## src/rtl/seq_alu_pkg.sv

```systemverilog
// alu_pkg: shared definitions for the seq_alu block.
//   WIDTH      - datapath width (fixed at 8)
//   OP_*       - 3-bit opcode encodings
//   state_e    - FSM state encoding (ST_MUL exists only with SEQ_ALU_MUL_EN)
//   alu_calc() - single-cycle datapath: result plus carry/borrow/shift-out
// Configuration macro: SEQ_ALU_MUL_EN
package alu_pkg;

  localparam int unsigned WIDTH = 8;

  localparam logic [2:0] OP_ADD = 3'b000;
  localparam logic [2:0] OP_SUB = 3'b001;
  localparam logic [2:0] OP_AND = 3'b010;
  localparam logic [2:0] OP_OR  = 3'b011;
  localparam logic [2:0] OP_XOR = 3'b100;
  localparam logic [2:0] OP_SHL = 3'b101;
  localparam logic [2:0] OP_SHR = 3'b110;
  localparam logic [2:0] OP_MUL = 3'b111;

  typedef enum logic [1:0] {
    ST_IDLE = 2'd0,
    ST_CALC = 2'd1,
    ST_DONE = 2'd2
`ifdef SEQ_ALU_MUL_EN
    ,
    ST_MUL  = 2'd3
`endif
  } state_e;

  typedef struct packed {
    logic [WIDTH-1:0] res;
    logic             c;
  } alu_out_t;

  // OP_MUL only reaches this function when the multiplier is not built;
  // it then acts as a pass-through of operand A.
  function automatic alu_out_t alu_calc(input logic [2:0]       op,
                                        input logic [WIDTH-1:0] a,
                                        input logic [WIDTH-1:0] b);
    alu_out_t       r;
    logic [WIDTH:0] wide;
    r    = '0;
    wide = '0;
    case (op)
      OP_ADD: begin
        wide  = {1'b0, a} + {1'b0, b};
        r.res = wide[WIDTH-1:0];
        r.c   = wide[WIDTH];
      end
      OP_SUB: begin
        // Top bit of the extended difference is the borrow (a < b).
        wide  = {1'b0, a} - {1'b0, b};
        r.res = wide[WIDTH-1:0];
        r.c   = wide[WIDTH];
      end
      OP_AND: r.res = a & b;
      OP_OR:  r.res = a | b;
      OP_XOR: r.res = a ^ b;
      OP_SHL: begin
        r.res = {a[WIDTH-2:0], 1'b0};
        r.c   = a[WIDTH-1];
      end
      OP_SHR: begin
        r.res = {1'b0, a[WIDTH-1:1]};
        r.c   = a[0];
      end
      default: begin
        r.res = a;
        r.c   = 1'b0;
      end
    endcase
    return r;
  endfunction

endpackage

```

## src/rtl/seq_alu_if.sv

```systemverilog
// seq_alu_if: request/response bundle between the accumulator side and seq_alu.
//   master: drives start, op, a, b; observes result, strobes, busy and flags
//   slave : the ALU side (seq_alu)
interface seq_alu_if;
  import alu_pkg::*;

  logic             start;
  logic [2:0]       op;
  logic [WIDTH-1:0] a;
  logic [WIDTH-1:0] b;
  logic [WIDTH-1:0] result;
  logic             load_acc;
  logic             done;
  logic             busy;
  logic             flag_z;
  logic             flag_n;
  logic             flag_c;

  modport master (
    output start, op, a, b,
    input  result, load_acc, done, busy, flag_z, flag_n, flag_c
  );

  modport slave (
    input  start, op, a, b,
    output result, load_acc, done, busy, flag_z, flag_n, flag_c
  );

endinterface

```

## src/rtl/seq_alu_mul.sv

```systemverilog
// shift_add_mul: 8x8 iterative shift-add multiplier (built only with
// SEQ_ALU_MUL_EN).
//   clk, reset (async, active-low)
//   go      - load operands; first iteration is performed on this edge
//   a, b    - operands, sampled only when go is high
//   busy    - high while iterations 2..8 are still pending
//   product - 16-bit product, final once busy has fallen
`ifdef SEQ_ALU_MUL_EN
module shift_add_mul
  import alu_pkg::*;
(
  input  logic                 clk,
  input  logic                 reset,
  input  logic                 go,
  input  logic [WIDTH-1:0]     a,
  input  logic [WIDTH-1:0]     b,
  output logic                 busy,
  output logic [2*WIDTH-1:0]   product
);

  logic [2*WIDTH-1:0] prod_q,   prod_d;
  logic [2*WIDTH-1:0] mcand_q,  mcand_d;
  logic [WIDTH-1:0]   mplier_q, mplier_d;
  logic [2:0]         cnt_q,    cnt_d;
  logic               busy_q,   busy_d;

  // Iteration 1 happens on the go edge so that the eighth lands one edge
  // before the controller samples busy; cnt then counts iterations 2..8.
  always_comb begin
    prod_d   = prod_q;
    mcand_d  = mcand_q;
    mplier_d = mplier_q;
    cnt_d    = cnt_q;
    busy_d   = busy_q;
    if (go) begin
      prod_d   = b[0] ? {{WIDTH{1'b0}}, a} : '0;
      mcand_d  = {{(WIDTH-1){1'b0}}, a, 1'b0};
      mplier_d = {1'b0, b[WIDTH-1:1]};
      cnt_d    = '0;
      busy_d   = 1'b1;
    end else if (busy_q) begin
      if (mplier_q[0]) begin
        prod_d = prod_q + mcand_q;
      end
      mcand_d  = mcand_q << 1;
      mplier_d = mplier_q >> 1;
      cnt_d    = cnt_q + 3'd1;
      if (cnt_q == 3'd6) begin
        busy_d = 1'b0;
      end
    end
  end

  always_ff @(posedge clk or negedge reset) begin
    if (!reset) begin
      prod_q   <= '0;
      mcand_q  <= '0;
      mplier_q <= '0;
      cnt_q    <= '0;
      busy_q   <= 1'b0;
    end else begin
      prod_q   <= prod_d;
      mcand_q  <= mcand_d;
      mplier_q <= mplier_d;
      cnt_q    <= cnt_d;
      busy_q   <= busy_d;
    end
  end

  assign busy    = busy_q;
  assign product = prod_q;

endmodule
`endif

```

## src/rtl/seq_alu.sv

```systemverilog
// seq_alu: multi-cycle 8-bit ALU between the accumulator and the register bus.
//   clk   - system clock, rising edge
//   reset - asynchronous, active-low
//   bus   - seq_alu_if.slave: start/op/a/b in; result, load_acc, done,
//           busy, flag_z/n/c out
// Single-cycle ops: IDLE -> CALC -> DONE (2 clocks to the accumulator load).
// Configuration macro: SEQ_ALU_MUL_EN adds IDLE -> MUL -> DONE for op 111
// (9 clocks); without it op 111 passes operand A through.
module seq_alu
  import alu_pkg::*;
(
  input  logic     clk,
  input  logic     reset,
  seq_alu_if.slave bus
);

  state_e           state_q,  state_d;
  logic [WIDTH-1:0] a_q,      a_d;
  logic [WIDTH-1:0] b_q,      b_d;
  logic [2:0]       op_q,     op_d;
  logic [WIDTH-1:0] result_q, result_d;
  logic             z_q,      z_d;
  logic             n_q,      n_d;
  logic             c_q,      c_d;
  alu_out_t         calc;

`ifdef SEQ_ALU_MUL_EN
  logic               mul_go;
  logic               mul_busy;
  logic [2*WIDTH-1:0] mul_product;

  // Fed from the bus directly: go coincides with operand latching.
  shift_add_mul u_mul (
    .clk     (clk),
    .reset   (reset),
    .go      (mul_go),
    .a       (bus.a),
    .b       (bus.b),
    .busy    (mul_busy),
    .product (mul_product)
  );
`endif

  always_comb begin
    state_d  = state_q;
    a_d      = a_q;
    b_d      = b_q;
    op_d     = op_q;
    result_d = result_q;
    z_d      = z_q;
    n_d      = n_q;
    c_d      = c_q;
    calc     = alu_calc(op_q, a_q, b_q);
`ifdef SEQ_ALU_MUL_EN
    mul_go   = 1'b0;
`endif
    case (state_q)
      ST_IDLE: begin
        if (bus.start) begin
          a_d  = bus.a;
          b_d  = bus.b;
          op_d = bus.op;
`ifdef SEQ_ALU_MUL_EN
          if (bus.op == OP_MUL) begin
            mul_go  = 1'b1;
            state_d = ST_MUL;
          end else begin
            state_d = ST_CALC;
          end
`else
          state_d = ST_CALC;
`endif
        end
      end
      ST_CALC: begin
        result_d = calc.res;
        c_d      = calc.c;
        z_d      = (calc.res == '0);
        n_d      = calc.res[WIDTH-1];
        state_d  = ST_DONE;
      end
`ifdef SEQ_ALU_MUL_EN
      ST_MUL: begin
        if (!mul_busy) begin
          result_d = mul_product[WIDTH-1:0];
          c_d      = |mul_product[2*WIDTH-1:WIDTH];
          z_d      = (mul_product[WIDTH-1:0] == '0);
          n_d      = mul_product[WIDTH-1];
          state_d  = ST_DONE;
        end
      end
`endif
      ST_DONE: state_d = ST_IDLE;
      default: state_d = ST_IDLE;
    endcase
  end

  always_ff @(posedge clk or negedge reset) begin
    if (!reset) begin
      state_q  <= ST_IDLE;
      a_q      <= '0;
      b_q      <= '0;
      op_q     <= '0;
      result_q <= '0;
      z_q      <= 1'b0;
      n_q      <= 1'b0;
      c_q      <= 1'b0;
    end else begin
      state_q  <= state_d;
      a_q      <= a_d;
      b_q      <= b_d;
      op_q     <= op_d;
      result_q <= result_d;
      z_q      <= z_d;
      n_q      <= n_d;
      c_q      <= c_d;
    end
  end

  assign bus.result   = result_q;
  assign bus.flag_z   = z_q;
  assign bus.flag_n   = n_q;
  assign bus.flag_c   = c_q;
  assign bus.done     = (state_q == ST_DONE);
  assign bus.load_acc = (state_q == ST_DONE);
  assign bus.busy     = (state_q != ST_IDLE);

endmodule
```

## src/flat_wrapper.sv

```systemverilog
// flat-port wrapper written by rule: the top's interface ports become plain ports
module seq_alu_flat import alu_pkg::*;
  (clk, reset, bus_start, bus_op, bus_a, bus_b, bus_result, bus_load_acc, bus_done, bus_busy, bus_flag_z, bus_flag_n, bus_flag_c);
  seq_alu_if bus_i ();
  input  logic clk;
  input  logic reset;
  input wire logic [$bits(bus_i.start)-1:0] bus_start;
  input wire logic [$bits(bus_i.op)-1:0] bus_op;
  input wire logic [$bits(bus_i.a)-1:0] bus_a;
  input wire logic [$bits(bus_i.b)-1:0] bus_b;
  output wire logic [$bits(bus_i.result)-1:0] bus_result;
  output wire logic [$bits(bus_i.load_acc)-1:0] bus_load_acc;
  output wire logic [$bits(bus_i.done)-1:0] bus_done;
  output wire logic [$bits(bus_i.busy)-1:0] bus_busy;
  output wire logic [$bits(bus_i.flag_z)-1:0] bus_flag_z;
  output wire logic [$bits(bus_i.flag_n)-1:0] bus_flag_n;
  output wire logic [$bits(bus_i.flag_c)-1:0] bus_flag_c;
  assign bus_i.start = bus_start;
  assign bus_i.op = bus_op;
  assign bus_i.a = bus_a;
  assign bus_i.b = bus_b;
  assign bus_result = bus_i.result;
  assign bus_load_acc = bus_i.load_acc;
  assign bus_done = bus_i.done;
  assign bus_busy = bus_i.busy;
  assign bus_flag_z = bus_i.flag_z;
  assign bus_flag_n = bus_i.flag_n;
  assign bus_flag_c = bus_i.flag_c;
  seq_alu u_core (.clk(clk), .reset(reset), .bus(bus_i));
endmodule
```

## config.mk

```make
export PLATFORM = sky130hd
export DESIGN_NAME = seq_alu_flat
export DESIGN_NICKNAME = d
export VERILOG_FILES = /design/src/rtl/seq_alu_pkg.sv /design/src/rtl/seq_alu_if.sv /design/src/rtl/seq_alu_mul.sv /design/src/rtl/seq_alu.sv /design/src/flat_wrapper.sv
export SDC_FILE = /design/constraint.sdc
export NUM_CORES = 1
export LEC_CHECK = 0
export ABC_AREA = 1
export BUFFER_PORTS_ARGS = -buffer_cell sky130_fd_sc_hd__buf_4
export CAP_MARGIN = 10
export CORE_ASPECT_RATIO = 0.7
export CORE_UTILIZATION = 50
export CTS_CLUSTER_DIAMETER = 50
export DETAILED_ROUTE_END_ITERATION = 16
export PLACE_DENSITY_LB_ADDON = 0.08
export SYNTH_ARGS = -nofsm -noshare
export SYNTH_HDL_FRONTEND = slang
export SYNTH_SLANG_ARGS = --single-unit
```

## constraint.sdc

```tcl
create_clock -name clk -period 2.3 [get_ports clk]
set_input_delay 0.115 -clock clk [delete_from_list [all_inputs] [get_ports clk]]
set_output_delay 0.115 -clock clk [all_outputs]
set_load 0.03 [all_outputs]
```

# ---- After elaboration in Yosys (flattened, before gate mapping)
# Cells that the tools add are included.
dict set report classes {
  add_sub_neg 2
  muxes 4
  n_bitwise 3
  n_reduce_logical 5
  eq_ne 9
}
# cell n
set ops {}
lappend ops {{case mux 8 bit (7 select lines)} 1}
lappend ops {{adder 8 x 8 -> 9 bit} 1}
lappend ops {{== test 3 bit, second input constant} 3}
lappend ops {{subtractor 8 x 8 -> 9 bit} 1}
lappend ops {{bitwise AND 8 bit} 1}
lappend ops {{logical NOT 8 bit} 1}
lappend ops {{OR 8 bit} 1}
lappend ops {{XOR 8 bit} 1}
lappend ops {{== test 3 x 2 -> 1 bit, second input constant} 2}
lappend ops {{case mux 1 bit (4 select lines)} 1}
lappend ops {{case mux 2 bit (2 select lines)} 1}
lappend ops {{== test 3 x 1 -> 1 bit, second input constant} 1}
lappend ops {{logical NOT 3 bit} 1}
lappend ops {{== test 2 x 1 -> 1 bit, second input constant} 1}
lappend ops {{== test 2 bit, second input constant} 1}
lappend ops {{logical NOT 2 bit} 1}
lappend ops {{two-way mux 2 bit} 1}
lappend ops {{!= test 2 bit, second input constant} 1}
lappend ops {{AND reduction 2 bit} 1}
lappend ops {{nonzero test 2 bit} 1}
dict set report totals {
  wordCells 31
  regBits 32
  output_inout_bits 14
  in_bits 22
}

# ---- Logic depth before layout (Yosys ltp)
# Gate-level depths: netlist of the first run.
dict set report logic_depth {
  depth_word 3
  mapped_depth 15
  mapped_depth_nobuf 15
}

# ---- Worst setup path after synthesis of the first run
# OpenSTA, ideal clock, no wires.
dict set report synth_path {
  kind {register to register}
  from {register u_core.a_q[0]}
  to {register u_core.z_q, in the netlist u_core.bus.flag_z}
  slack_ns 0.465
  path_stages_with_launch 16
  required_time_ns 2.234
  synth_period_minus_slack_ns 1.835
  t_arrival_ns 1.769
  n_path_buf 0
  setup_ns 0.066
  cell_sequence {dfrtp_1 -> inv_1 -> ha_1 -> fa_1 -> inv_1 -> nand3_1 -> nand2_1 -> nor2_1 -> nand2_1 -> nand2_1 -> nand2_1 -> nor2_1 -> nand3_1 -> nor2_1 -> nand2_1 -> nand2_1}
}
dict set report synth_between {
  elab_chain_len 3
  word_cells_on_any_way 7
  classes_between {add/sub (2); mux (1); bitwise (3); reduce/logical (1)}
}
# item line_no
set synth_lines {}
lappend synth_lines {{from (decl)} seq_alu.sv:18} ;# logic [WIDTH-1:0] a_q, a_d;
lappend synth_lines {{from (signal assigned)} seq_alu.sv:101} ;# a_q <= '0;
lappend synth_lines {{from (signal assigned)} seq_alu.sv:110} ;# a_q <= a_d;
lappend synth_lines {{subtractor 8 x 8 -> 9 bit (tied with other cells)} seq_alu_pkg.sv:52} ;# wide = {1'b0, a} - {1'b0, b};
lappend synth_lines {{case mux 8 bit (7 select lines) *} seq_alu_pkg.sv:44} ;# case (op)
lappend synth_lines {{logical NOT 8 bit *} seq_alu.sv:78} ;# z_d = (calc.res == '0);
lappend synth_lines {{to (signal assigned)} seq_alu.sv:114} ;# z_q <= z_d;
lappend synth_lines {{to (decl)} seq_alu.sv:22} ;# logic z_q, z_d;
# Mark *: on every way between the ends. The rest lies on a longest branch, timed or not.
# A chain may end at the register's enable or synchronous reset.

# ---- Final worst setup path of the first run
# Ends and elaborated chain as after synthesis.

==> results_dict.tcl, run 1 <==
set metrics [dict create \
    busiest_layer "met1" \
    antenna_found_initial 0 \
    yosysMostFrequentCell "nand2_1" \
    crit_type "flip-flop to flip-flop" \
    viasPerCell 5.28 \
    r2r_start "u_core.a_q[0]" \
    dpl.hpwl_um 5210 \
    p_sw_share_pct 50.0 \
    drv_cap 0 \
    fin_crit_sh_pct 93.1 \
    start_util_pct 52.3 \
    synth_mux_area_share_pct 0 \
    worstPathBufferInverterCount 2 \
    slew_headroom_pct 63.9 \
    clockBufferDepth 2 \
    ir_drop_mv 0.436 \
    gp_congestion 1.02 \
    clk_pin_slew_ns 0.07 \
    clkSinkCount 31 \
    nets 464 \
    cts_tree "yes" \
    critPathLaunchType "flip-flop" \
    grt_pass1_wl_um 10700 \
    diodes 0 \
    stdcell_area_um2 2960 \
    crit_family "simple AND/OR/NAND/NOR gates" \
    worst_r2r_path_depth 15 \
    internal_power_uw 1600 \
    synthDistinctLibCells 23 \
    p_leak_uw 0.00161 \
    hold_violations 0 \
    synth_top_family_by_area "simple AND/OR/NAND/NOR gates" \
    numCtsBuffers 5 \
    die_h_um 61.4 \
    crit_arrival_ns 2.36 \
    drive_above_1_share_pct 15.6 \
    drc 0 \
    grt_use_met2_pct 37.9 \
    rows 21 \
    power_switching_uw 1600 \
    netlist.area_leader.share_pct 30.8 \
    sequentialPowerShare_pct 27.1 \
    ant_nets 0 \
    period_needed_ns 2.14 \
    syn_nets 426 \
    synth_edf_count 0 \
    h-tree-depth 2 \
    syn-cell-area_um2 2520 \
    area_growth_pct 17.6 \
    pwr-share-clk_pct 13.8 \
    clock_latency_ns 0.28 \
    core_area_um2 4810 \
    port_buffers 35 \
    yosys.area_share.simple_pct 34.8 \
    io_pins 36 \
    grt_use_met1_pct 42.2 \
    routedWlPerCell_um 13.8 \
    drt_pass1_iterations 6 \
    use_met3_pct 6.84 \
    syn_avg_cell_area_um2 6.66 \
    fin_worst_skew_ns 0.00926 \
    cp_cell_sequence "inv_2 -> ha_2 -> fa_2 -> inv_1 -> nand3_1 -> nand2_1 -> nor2_1 -> nand2_1 -> nand2_1 -> nand2_1 -> nor2_1 -> nand3_1 -> nor2_1 -> nand2_1 -> nand2_1" \
    worstPathRequired_ns 2.52 \
    synthFlopType "dfrtp_1" \
    cpPeakStageDelay_ns 0.52 \
    num_vias 2561 \
    dpl_cell_area_um2 2840 \
    fmax_mhz 467 \
    ys_seq_elements 31 \
    critPathCaptureType "flip-flop" \
    cpMaxStageDelayCell "fa_2" \
    ys_seq_area_share_pct 30.8 \
    clockRootBuffer "clkbuf_8" \
    grt_max_degree 40 \
    wl_um 6700 \
    outcome "completed" \
    synthTopCellsByArea "dfrtp_1 31%, nand2_1 18%, ha_1 12%" \
    endpoint "u_core.bus.flag_z" \
    die_x_um 86.8 \
    synth_compound_area_share_pct 9.50 \
    synth_fa_ha_area_share_pct 13.5 \
    worst_pin_slew_ns 0.541 \
    cp.depth 15 \
    path_max_fanout 5 \
    grt_pass1_vias 2156 \
    drt_iter0_drc 197 \
    p_comb_share_pct 59.1 \
    crit_start "u_core.a_q[0]" \
    power_density_nw_per_um2 1080 \
    tns_ns 0 \
    crit_top_cell "nand2_1" \
    syn_inst 378 \
    synth_top_area_cell "dfrtp_1" \
    rrSetupSlack_ns 0.16 \
    yosys_warnings 0 \
    grt_util_all_layers_pct 27.2 \
    async_flop_share_pct 100 \
    setup_viol 0 \
    hp-class "input pin to flip-flop" \
    synth_xor_area_share_pct 0 \
    rsz0062_at_grt "no" \
    drv_slew 0 \
    dieArea_um2 5320 \
    synth_common_cells "118 x nand2_1, 53 x inv_1, 33 x nand3_1" \
    gr-total-overflow 0 \
    r2r-end "u_core.bus.flag_z" \
]
## layer usage
layer / part of all wire, % / up-vias
li1: - / 1274
met1: 50 / 1141
met2: 39 / 139
met3: 11 / 7
met4: 0.69 / 0
met5: 0 / -
## tightest hold or removal path: cells and delay by family
kind / cells / cell delay, ns
buf+inv: 1 / 0.07
simple gates: 1 / 0.04
compound gates: 1 / 0.06
## worst min-delay path by stage
stage	from	to	slack, ns	cells after the start
final	bus_b[1]	u_core.b_q[1]	0.03	3
after global routing	bus_b[1]	u_core.b_q[1]	0.04	3
after floorplan	reset	u_core.a_q[0]	-0.18	0
after detailed placement	reset	u_core.b_q[3]	0.07	1
after global placement	reset	u_core.b_q[3]	0.08	1
after CTS	bus_b[1]	u_core.b_q[1]	0.03	3
## cells by family after synthesis
logic type	count (synthesis)
fa+ha+maj	26
flops	31
buf+inv	69
compound gates	47
simple gates	205
## registers in the layout, indices dropped and copies added, names as in the netlist
register,count
u_core.bus.flag_z,1
u_core.b_q,8
u_core.op_q,3
u_core.bus.flag_c,1
u_core.state_q,2
u_core.bus.flag_n,1
u_core.a_q,8
u_core.bus.result,7
## placed cells by master, fill, tap and decap left out, drive strengths merged
cell type / n
a21oi: 14
buf: 43
clkbuf: 6
clkinv: 1
dfrtp: 31
dlygate4sd3: 1
fa: 2
ha: 24
inv: 56
nand2: 119
nand3: 34
nand3b: 1
nand4: 14
nor2: 31
nor3: 6
o211ai: 1
o21ai: 31
o22ai: 1
## power groups by stage
stage | Sequential [uW] | Combinational, uW | Clock [uW]
after floorplan | 996 | 1150 | 0
after global placement | 864 | 1820 | 0
after detailed placement | 869 | 1820 | 0
after CTS | 861 | 1830 | 449
after global routing | 890 | 2110 | 473
final | 865 | 1890 | 441
## repair_timing
| item | in CTS | in global routing |
|---|---|---|
| buffers inserted | 0 | 2 |
| hold buffers | 1 | 0 |
| hold endpoints to repair | 31 | 0 |
| gates resized for setup | 0 | 7 |
| endpoints found under the setup margin | 0 | 2 |
## final cells by class
type                            instances  area (um2)
Multi-Input combinational cell        278        1470
Inverter                               56         210
Clock inverter                          1        5.00
Tap cell                               69        86.3
Sequential cell                        31         777
Clock buffer                            6        82.6
Fill cell                             478        1850
Timing Repair Buffer                   44         333
## stage by stage
stage                     setup WS, ns  util (%)  power [uW]  cells  hold slack (ns)
after detailed placement         0.113      59.0        2690    475           0.0748
after global routing           0.00921      61.5        3480    485           0.0437
final                            0.158      61.5        3190    485           0.0316
after floorplan                  0.465         -        2150    378           -0.181
after CTS                        0.102      61.0        3140    483           0.0324
after global placement           0.178      59.0        2680    475           0.0757
Power figures use the tool's default switching activity.
==> inputs of run 2 (changes only) <==
--- a/config.mk
+++ b/config.mk
@@ -5,7 +5,6 @@
 export SDC_FILE = /design/constraint.sdc
 export NUM_CORES = 1
 export LEC_CHECK = 0
-export ABC_AREA = 1
 export BUFFER_PORTS_ARGS = -buffer_cell sky130_fd_sc_hd__buf_4
 export CAP_MARGIN = 10
 export CORE_ASPECT_RATIO = 0.7
@@ -13,6 +12,8 @@
 export CTS_CLUSTER_DIAMETER = 50
 export DETAILED_ROUTE_END_ITERATION = 16
 export PLACE_DENSITY_LB_ADDON = 0.08
+export REMOVE_ABC_BUFFERS = 1
 export SYNTH_ARGS = -nofsm -noshare
 export SYNTH_HDL_FRONTEND = slang
 export SYNTH_SLANG_ARGS = --single-unit
+export TNS_END_PERCENT = 1
==> run 2 against run 1 <==
Compared with the run above: worst hold slack got worse by 0.0058 ns; clock power increased by 29%; highest routed layer unchanged; critical path depth decreased by 6; the run now ends with setup timing left; design area increased by 13%; core utilization increased by 13 points; sequential share of layout area decreased by 3.0 points.
==> results_dict.tcl, run 2 <==
set metrics [dict create \
    grt_use_met1_pct 39.4 \
    outcome "finished with violations" \
    drv_cap 0 \
    dpl_cell_area_um2 3020 \
    fin_cells 419 \
    start_util_pct 54.1 \
    cpPeakStageDelay_ns 0.48 \
    worstPathRequired_ns 2.50 \
    synthFlopType "dfrtp_1" \
    numCtsBuffers 5 \
    drc 0 \
    setup_slack_ns -0.146 \
    tns_ns -0.181 \
    viasPerCell 5.58 \
    io_pins 36 \
    synth_edf_count 0 \
    grt_pass1_wl_um 10700 \
    p_sw_share_pct 42.8 \
    stdcell_area_um2 3340 \
    area_growth_pct 37.2 \
    crit_type "flip-flop to flip-flop" \
    p_leak_uw 0.00156 \
    cp_cell_sequence "buf_4 -> buf_4 -> ha_2 -> mux4_2 -> a22oi_2 -> o211ai_1 -> nor4_1 -> nand4_1 -> o31ai_2" \
    final_util_pct 74.2 \
    critPathLaunchType "flip-flop" \
    fin_crit_sh_pct 106 \
    cts_tree "yes" \
    hp-class "input pin to flip-flop" \
    internal_power_uw 2230 \
    grt_max_degree 40 \
    power_density_nw_per_um2 1170 \
    p_comb_share_pct 63.7 \
    drv_slew 0 \
    gr-total-overflow 0 \
    violations "setup timing" \
    period_needed_ns 2.45 \
    setup_viol 2 \
    clock_latency_ns 0.29 \
    antenna_found_initial 0 \
    ys_seq_elements 31 \
    syn_avg_cell_area_um2 8.48 \
    power_switching_uw 1670 \
    synthDistinctLibCells 51 \
    syn_inst 287 \
    rsz0062_at_grt "yes" \
    grt_util_all_layers_pct 27.8 \
    drt_iter0_drc 145 \
    crit_top_cell "buf_4" \
    worst_pin_slew_ns 0.519 \
    synth_common_cells "37 x nand2_1, 31 x dfrtp_1, 30 x o21ai_0" \
    wl_um 6760 \
    synthTopCellsByArea "dfrtp_1 32%, ha_1 12%, o21ai_0 6.2%" \
    grt_pass1_vias 2174 \
    clkSinkCount 31 \
    hold_violations 0 \
    sequentialPowerShare_pct 21.7 \
    syn-cell-area_um2 2430 \
    fmax_mhz 409 \
    dieArea_um2 5160 \
    ant_nets 0 \
    nFillCells 349 \
    die_x_um 85.4 \
    layout_common_cells "88 x buf_4, 36 x nand2_1, 30 x dfrtp_1" \
    die_h_um 60.4 \
    routedWlPerCell_um 16.1 \
    num_vias 2340 \
    clockBufferDepth 2 \
    yosys_warnings 0 \
    slew_headroom_pct 64.5 \
    finalPower_uw 3900 \
    clk_pin_slew_ns 0.08 \
    cpMaxStageDelayCell "mux4_2" \
    ir_drop_mv 0.620 \
    synth_top_area_cell "dfrtp_1" \
    diodes 0 \
    placed_cells 405 \
    multi_input_area_um2 1610 \
    use_met3_pct 4.63 \
    layout.area.seq_um2 777 \
    gp_congestion 0.945 \
    clockRootBuffer "clkbuf_8" \
    dpl.hpwl_um 4900 \
    layout_commonest_cell "buf_4" \
    busiest_layer "met2" \
    grt_use_met2_pct 45.1 \
    drive_above_1_share_pct 36.5 \
    crit_arrival_ns 2.64 \
    port_buffers 35 \
    h-tree-depth 2 \
    yosysMostFrequentCell "nand2_1" \
    path_max_fanout 4 \
    drt_pass1_iterations 6 \
    rows 20 \
    core_area_um2 4500 \
    pwr-share-clk_pct 14.6 \
    ys_seq_area_share_pct 31.9 \
    critPathCaptureType "flip-flop" \
    netlist.area_leader.share_pct 31.9 \
    fin_worst_skew_ns 0.0123 \
    nets 411 \
    async_flop_share_pct 100 \
]
run 2: cell types whose count changed in the layout (fill, tap and decap cells not counted), moves of 12 or more:
cell,previous run,this run
nand2_1,118,36
buf_4,43,88
nand3_1,33,2
inv_1,51,23
nor2_1,29,12
nand4_1,14,2
run 2: worst paths after layout:
kind	startpoint	endpoint	slack, ns	depth (start not counted)
max	u_core.a_q[2]	u_core.bus.flag_z	-0.15	9
min	bus_op[2]	u_core.op_q[2]	0.03	3
max reg2reg	u_core.a_q[2]	u_core.bus.flag_z	-0.15	9
min reg2reg	u_core.bus.result[1]	u_core.bus.result[1]	0.48	2
max in group asynchronous	reset	u_core.a_q[4]	1.68	2
min in group asynchronous	reset	u_core.b_q[1]	0.30	2
run 2: layer usage:
| metal | part of all wire (%) | up-vias |
|---|---|---|
| li1 | - | 1157 |
| met1 | 48 | 1094 |
| met3 | 5.5 | 10 |
| met4 | 0.81 | 0 |
| met2 | 45 | 79 |
| met5 | 0 | - |
run 2: repair_timing:
| action | CTS | global route |
|---|---|---|
| endpoints found under the hold margin | 31 | 0 |
| buffers inserted | 2 | 3 |
| hold buffers | 1 | 0 |
| setup endpoints to repair | 7 | 7 |
| pin swaps | 2 | 16 |
| resized for setup | 13 | 18 |
run 2: worst max-delay path, delay by kind of cell (launching register included):
kind	cells	cell delay, ns
buffers and inverters	2	0.27
flip-flops	1	0.40
AO/OA/AOI/OAI	3	0.56
multiplexers	1	0.48
adder cells (fa/ha/maj)	1	0.20
AND/OR/NAND/NOR	2	0.44
run 2: kinds of logic after synthesis:
group           count (synthesis)  share of synthesized area, %
compound gates                 89                          24.1
xor+xnor                        7                          2.52
buf+inv                        47                          8.53
simple gates                   81                          15.4
fa+ha+maj                      26                          14.0
flops                          31                          31.9
mux                             6                          3.65
run 2: power by group through the flow:
stage / clock (uW) / sequential (uW) / combinational, uW
after detailed placement: 0 / 854 / 2200
final: 570 / 844 / 2480
after global placement: 0 / 844 / 2180
after CTS: 575 / 842 / 2300
after global routing: 606 / 864 / 2690
after floorplan: 0 / 1050 / 1090
run 2: through the flow:
step	worst slack [ns]	hold WS, ns
after global placement	-0.155	0.0711
after detailed placement	-0.216	0.0781
after floorplan	-0.0966	-0.181
final	-0.146	0.0258
after CTS	-0.0667	0.0229
after global routing	-0.237	0.0234
run 2: final cells by class:
cell class                 instances  area share (%)
inverter                          27            3.03
clock buffer                       6            2.47
timing repair buffer              89            20.1
clock inverter                     2            1.05
multi-input combinational        209            48.1
tap                               55            2.06
sequential                        31            23.3
